## src/rtl/ln_pkg.sv

```systemverilog
// rtl/ln_pkg.sv - shared types and sizing for the layer-1 output skid stage
package ln_pkg;

  localparam int LN_L1_NEURONS = 12;

  typedef enum logic [1:0] {
    EMPTY = 2'd0,
    ONE   = 2'd1,
    FULL  = 2'd2
  } skid_state_t;

endpackage

```

## src/rtl/ln_beat_counter.sv

```systemverilog
// rtl/ln_beat_counter.sv - wrapping beat counter with synchronous clear (clear wins over increment)
module ln_beat_counter #(
  parameter int CNT_W = 16
) (
  input  logic             clk,
  input  logic             rst_n,
  input  logic             clr,
  input  logic             inc,
  output logic [CNT_W-1:0] count
);

  always_ff @(posedge clk or negedge rst_n) begin
    if (!rst_n) begin
      count <= '0;
    end else if (clr) begin
      count <= '0;
    end else if (inc) begin
      count <= count + 1'b1;
    end
  end

endmodule

```

## src/rtl/layer1_output_skid_stage.sv

```systemverilog
// rtl/layer1_output_skid_stage.sv - 2-entry registered skid buffer between neuron layers 1 and 2
// Optional beat counter port/logic enabled by defining LN_SKID_STATS_EN.
import ln_pkg::*;

module layer1_output_skid_stage #(
  parameter int WIDTH = LN_L1_NEURONS,
  parameter int CNT_W = 16
) (
  input  logic             clk,
  input  logic             rst_n,
  input  logic             clr,
  input  logic             s_valid,
  output logic             s_ready,
  input  logic [WIDTH-1:0] s_data,
  output logic             m_valid,
  input  logic             m_ready,
`ifdef LN_SKID_STATS_EN
  output logic [CNT_W-1:0] beat_cnt,
`endif
  output logic [WIDTH-1:0] m_data
);

  if (WIDTH < 1 || CNT_W < 2) begin : g_param_check
    $error("layer1_output_skid_stage: WIDTH must be >= 1 and CNT_W >= 2");
  end

  skid_state_t      state_q, state_d;
  logic             s_ready_q, m_valid_q;
  logic [WIDTH-1:0] main_q, skid_q;
  logic             in_fire, out_fire;
  logic             load_main_in, load_main_skid, load_skid;

  assign in_fire  = s_valid & s_ready_q;
  assign out_fire = m_valid_q & m_ready;

  always_comb begin
    state_d        = state_q;
    load_main_in   = 1'b0;
    load_main_skid = 1'b0;
    load_skid      = 1'b0;
    case (state_q)
      EMPTY: begin
        if (in_fire) begin
          state_d      = ONE;
          load_main_in = 1'b1;
        end
      end
      ONE: begin
        if (in_fire && !out_fire) begin
          state_d   = FULL;
          load_skid = 1'b1;
        end else if (!in_fire && out_fire) begin
          state_d = EMPTY;
        end else if (in_fire && out_fire) begin
          load_main_in = 1'b1;
        end
      end
      FULL: begin
        if (out_fire) begin
          state_d        = ONE;
          load_main_skid = 1'b1;
        end
      end
      default: state_d = EMPTY;
    endcase
    // Flush beats any same-cycle load; a same-cycle out-fire has still happened.
    if (clr) begin
      state_d        = EMPTY;
      load_main_in   = 1'b0;
      load_main_skid = 1'b0;
      load_skid      = 1'b0;
    end
  end

  // Handshake outputs are flopped from the next state so m_ready never reaches s_ready combinationally.
  always_ff @(posedge clk or negedge rst_n) begin
    if (!rst_n) begin
      state_q   <= EMPTY;
      s_ready_q <= 1'b1;
      m_valid_q <= 1'b0;
    end else begin
      state_q   <= state_d;
      s_ready_q <= (state_d != FULL);
      m_valid_q <= (state_d != EMPTY);
    end
  end

  always_ff @(posedge clk or negedge rst_n) begin
    if (!rst_n) begin
      main_q <= '0;
      skid_q <= '0;
    end else begin
      if (load_main_in) begin
        main_q <= s_data;
      end else if (load_main_skid) begin
        main_q <= skid_q;
      end
      if (load_skid) begin
        skid_q <= s_data;
      end
    end
  end

  assign s_ready = s_ready_q;
  assign m_valid = m_valid_q;
  assign m_data  = main_q;

`ifdef LN_SKID_STATS_EN
  ln_beat_counter #(
    .CNT_W (CNT_W)
  ) u_beat_counter (
    .clk   (clk),
    .rst_n (rst_n),
    .clr   (clr),
    .inc   (out_fire),
    .count (beat_cnt)
  );
`endif

endmodule

```

## config.mk

```make
export PLATFORM = sky130hd
export DESIGN_NAME = layer1_output_skid_stage
export DESIGN_NICKNAME = d
export VERILOG_FILES = /design/src/rtl/ln_pkg.sv /design/src/rtl/ln_beat_counter.sv /design/src/rtl/layer1_output_skid_stage.sv
export SDC_FILE = /design/constraint.sdc
export NUM_CORES = 1
export LEC_CHECK = 0
export CAP_MARGIN = 20
export CORE_UTILIZATION = 45
export CTS_CLUSTER_DIAMETER = 60
export CTS_CLUSTER_SIZE = 8
export DETAILED_ROUTE_END_ITERATION = 8
export PLACE_DENSITY = 0.73
export SYNTH_ARGS = -nofsm -noshare
export SYNTH_HDL_FRONTEND = slang
export SYNTH_SLANG_ARGS = --single-unit
```

## constraint.sdc

```tcl
create_clock -name clk -period 3.13 [get_ports clk]
set_clock_uncertainty 0.2 [all_clocks]
set_input_delay 0.313 -clock clk [delete_from_list [all_inputs] [get_ports clk]]
set_output_delay 0.313 -clock clk [all_outputs]
set_load 0.005 [all_outputs]
```

==> reports/results.ini, run 1 <==
[outcome]
run_status = finished, violations left
violations = design-rule violations

[timing]
post-route-min-period_ns = 1.98
setup_viol = 0
clock.fmax_ghz = 0.504
worstMarginPinSlew_ns = 0.508
fin_crit_sh = 0.634
rsz0062_at_grt = no
hold_viol = 0
finalSetupTns_ns = 0
max_slew_margin = 0.659
hold_ws_ns = 0.152
final_max_slew_viol_count = 0

[die]
die_area_um2 = 3260
core-area_um2 = 2810
die_w_um = 57.1
core.rowCount = 19
initial_core_util = 0.487
die_h_um = 57.1
io-pin-count = 31

[worst_setup_path]
reg2reg_to = skid_q[3]$_DFFE_PN0P_
rr_worst_depth = 3
endpoint_kind = flop
rrSetupSlack_ns = 1.15
worstPathArrival_ns = 2.00
path_class = flop to flop
required_ns = 3.15
path_max_fanout = 12
r2r-start = s_ready$_DFF_PN1_
critPathLaunchType = flop

[synth]
synthTopCellsByCount = dfrtp_1 (27), o21ai_0 (13), a31oi_1 (12), nand3b_1 (12), nor3_1 (12)
synth_area_leader_cell = dfrtp_1
avgSynthCellArea_um2 = 11.5
post-synth-top-count-cell = dfrtp_1
synth_area_um2 = 1370
netlist_instances = 119
synth_cell_types = 27
ys.flop_type = dfrtp_1
synth_edf_count = 0
synth_seq_area_share = 0.514
synth_largest_type_area_fraction = 0.495
synth-seq-cells = 28
yosys_warnings = 0
async_flop_share = 1.00
syn_nets = 136
synth.area.top_cells = dfrtp_1 (49%), mux2_4 (11%), nand3b_1 (6.6%)

[clock_network]
cts_resized = 0
cts_setup_buffers = 0
cts_hold_buf = 0
cts.sinks = 28
clockRootBuffer = clkbuf_4
cts_tree = yes
cts_inserted_buffers = 3
htree_levels = 1
ctsLongestPathBuffers = 2
clk-insertion-delay-late_ns = 0.32
clk_pin_slew_ns = 0.14

[global_routing]
overflow = 0
grt_max_degree = 30
grt_pass1_wl_um = 5030
grtUsageTotal = 0.202
grt_antenna_before_repair = 0
grt_pass1_vias = 1028

[power]
p_leak_uw = 0.000698
power_uw = 1110
power.density_nw_per_um2 = 641
ir_worst_vdd_mv = 0.299

[route]
routed_wl_um = 3020
firstDrtPassIters = 6
drt_iter0_drc = 20
viasPerCell = 5.81
wire_per_inst_um = 16.9
vias = 1034
drc_errors = 6
ant_nets = 0

[placement]
gp_congestion = 0.708
place_hpwl_um = 1980
port_buffers = 30

[hold_path]
hold_class = input port to asynchronous set/reset pin

[final_layout]
drive_above_1_share = 0.170
num_antenna_cells = 0
area_growth_pct = 26.4
nNetsFinal = 165
post-route-util = 0.615

[job]
cap_violations = 0

worst max-delay path: stages, from the launching register on:
cell,delay (ns)
dfstp_2,0.58
nand2_1,0.09
or4b_4,0.67
mux2_4,0.34
metrics by stage:
step	cell area (um2)	instances	setup WS, ns
global route	1730	178	1.10
CTS	1730	178	1.15
detailed placement	1690	174	0.829
global placement	1690	174	0.880
floorplan	1370	119	1.19
finish	1730	178	1.15
kinds of logic (layout without fill, tap and decap cells):
kind of cell    Yosys count  after routing  synth area share
mux                      13             13             0.134
simple gates             39             39             0.187
compound gates           29             29             0.132
buf+inv                  10             38            0.0330
flops                    28             28             0.514
where the power goes:
group          leakage [uW]  total, uW  switching, uW  internal (uW)
Clock             0.0000210        171           99.5           71.1
Sequential         0.000326        571           78.9            492
Combinational      0.000351        364            120            244
Total              0.000698       1110            299            807
state kept, by name, indices dropped and copies added (netlist names):
register / flops
m_data: 12
state_q: 2
skid_q: 12
m_valid: 1
s_ready: 1
per-layer routing:
metal | part of all wire | routed length, um | up-vias | GRT usage
li1 | - | - | 499 | -
met1 | 0.48 | 1460 | 501 | 0.303
met2 | 0.46 | 1390 | 30 | 0.301
met3 | 0.043 | 130 | 4 | 0.0204
met4 | 0.013 | 38 | 0 | 0.0836
met5 | 0 | 0 | - | 0
worst max path at each step:
stage | to | cells after the start | start
after detailed placement | skid_q[6]$_DFFE_PN0P_ | 4 | m_ready
final | skid_q[3]$_DFFE_PN0P_ | 3 | s_ready$_DFF_PN1_
after global routing | skid_q[9]$_DFFE_PN0P_ | 3 | s_ready$_DFF_PN1_
after floorplan | skid_q[10]$_DFFE_PN0P_ | 4 | m_valid$_DFF_PN0_
after CTS | skid_q[3]$_DFFE_PN0P_ | 3 | s_ready$_DFF_PN1_
after global placement | skid_q[11]$_DFFE_PN0P_ | 4 | m_ready
area by class of cell:
type	count	area, um2
timing repair buffer	34	330
multi-input combinational	81	618
fill	254	1080
tap	31	38.8
sequential	28	702
clock buffer	4	36.3
cells in the final DEF (no fill, tap or decap), types with 2 or more instances in the layout:
master,instances
mux2_4,10
nand2_1,3
dfrtp_1,27
o21ai_0,13
mux2_2,2
nand3b_1,12
nor3_1,12
buf_4,4
a31oi_1,12
clkbuf_4,3
clkdlybuf4s50_1,30
or2_2,2
Note: power is estimated with default switching activity, not from simulation.
==> run 2: changes to the inputs <==
==> constraint.sdc (replaced) <==
create_clock -name clk -period 2 [get_ports clk]
set_clock_uncertainty 0.2 [all_clocks]
set_input_delay 0.2 -clock clk [delete_from_list [all_inputs] [get_ports clk]]
set_output_delay 0.2 -clock clk [all_outputs]
set_load 0.005 [all_outputs]
==> run 2 against run 1 <==
Net effect: the run still ends with design-rule violations left; die area is the same; first-iteration DRC count increased to 2.6 times the previous value; combinational power up 64%; wire length rose by 0.73%; via count rose by 4.3%; largest power group unchanged.
==> reports/results.ini, run 2 (synthesized netlist as in run 1, its figures left out) <==
[global_routing]
overflow = 0
grt_pass1_wl_um = 5150
grt_pass1_vias = 1100
grt_antenna_before_repair = 0
grtUsageTotal = 0.204
grt_max_degree = 29

[timing]
hold_ws_ns = 0.0376
hold_viol = 0
fin_crit_sh = 0.978
setup_viol = 0
finalSetupTns_ns = 0
post-route-min-period_ns = 1.96
rsz0062_at_grt = no
clock.fmax_ghz = 0.511
worstMarginPinSlew_ns = 0.355
final_max_slew_viol_count = 0
max_slew_margin = 0.764

[final_layout]
area_growth_pct = 30.6
drive_above_1_share = 0.212
multi_input_area_um2 = 618
n_fill_cell = 235
final_common_cell = clkdlybuf4s50_1
final_design_area_no_fill_um2 = 1780
regArea_um2 = 702
final_cell_mix = clkdlybuf4s50_1 (30), dfrtp_1 (27), o21ai_0 (13), buf_4 (13)
num_antenna_cells = 0
nNetsFinal = 174

[clock_network]
cts_tree = yes
ctsLongestPathBuffers = 2
cts.sinks = 28
clk-insertion-delay-late_ns = 0.32
cts_inserted_buffers = 3
cts_setup_buffers = 0
cts_hold_buf = 0
cts_resized = 0
clk_pin_slew_ns = 0.14
clockRootBuffer = clkbuf_4
htree_levels = 1

[placement]
placed_area_um2 = 1760
port_buffers = 30
gp_congestion = 0.757
place_hpwl_um = 1980

[power]
p_int_uw = 1240
seqPwrFrac = 0.512
p_clk_frac = 0.139
switchingPower_uw = 472
combinationalPowerShare = 0.348
power_uw = 1720
ir_worst_vdd_mv = 0.549
p_leak_uw = 0.000736
swShare = 0.275
power.density_nw_per_um2 = 963

[die]
io-pin-count = 31
initial_core_util = 0.487
core-area_um2 = 2810
die_w_um = 57.1
core.rowCount = 19
die_h_um = 57.1
die_area_um2 = 3260

[job]
cap_violations = 0

[worst_setup_path]
worstPathArrival_ns = 1.98
worstPathCellList = nand2_1 -> or4b_4 -> mux2_4
required_ns = 2.02
path_max_fanout = 12
critPathLaunchType = flop
critPathSlowestCell = or4b_4
rrSetupSlack_ns = 0.04
path_class = flop to flop
max_stage_delay_ns = 0.67
endpoint_kind = flop

[route]
drc_errors = 6
ant_nets = 0
vias = 1078
viasPerCell = 5.76
routed_wl_um = 3040
firstDrtPassIters = 6
wire_per_inst_um = 16.2
drt_iter0_drc = 52

[outcome]
violations = design-rule violations
run_status = finished, violations left

[hold_path]
hold_class = input port to asynchronous set/reset pin

-- run 2: cell count changes in the layout (fill, tap and decap cells not counted), sizes merged --
| cell | delta |
|---|---|
| buf | +9 |
-- run 2: critical path, delay by kind of cell (launching register included) --
family           cells  cell delay (ns)
multiplexers         1             0.34
AND/OR/NAND/NOR      2             0.76
flip-flops           1             0.56
-- run 2: area by class of cell --
cell class | count | area share
Multi-Input combinational cell | 81 | 0.347
Clock buffer | 4 | 0.0147
Tap cell | 31 | 0.0218
Sequential cell | 28 | 0.394
Timing Repair Buffer | 43 | 0.223
-- run 2: layer usage --
metal	wire length, um	global-route usage	share of wire
met4	49	0.111	0.016
met3	243	0.0295	0.080
met1	1430	0.279	0.47
met5	0	0	0
met2	1310	0.314	0.43
-- run 2: worst paths after layout --
path,startpoint,end,depth (start not counted)
hold reg to reg,skid_q[1]$_DFFE_PN0P_,skid_q[1]$_DFFE_PN0P_,1
min in group clk,s_data[1],skid_q[1]$_DFFE_PN0P_,2
hold / removal,rst_n,m_data[9]$_DFFE_PN0P_,2
setup / recovery,s_ready$_DFF_PN1_,skid_q[5]$_DFFE_PN0P_,3
max in group asynchronous,rst_n,s_ready$_DFF_PN1_,2
setup reg to reg,s_ready$_DFF_PN1_,skid_q[5]$_DFFE_PN0P_,3
-- run 2: metrics by stage --
step | setup WS (ns) | std cells | utilization
after floorplan | 0.0601 | 119 | -
after global placement | -0.0859 | 183 | 0.626
after detailed placement | -0.115 | 183 | 0.626
after CTS | 0.0441 | 187 | 0.636
after global routing | 0.000221 | 187 | 0.636
final | 0.0439 | 187 | 0.636
-- run 2: power groups by stage --
stage               clock (uW)  combinational, uW  sequential [uW]
CTS                        251                601              878
global route               274                647              909
global placement             0                586              881
detailed placement           0                600              889
finish                     239                598              879
floorplan                    0                314              877
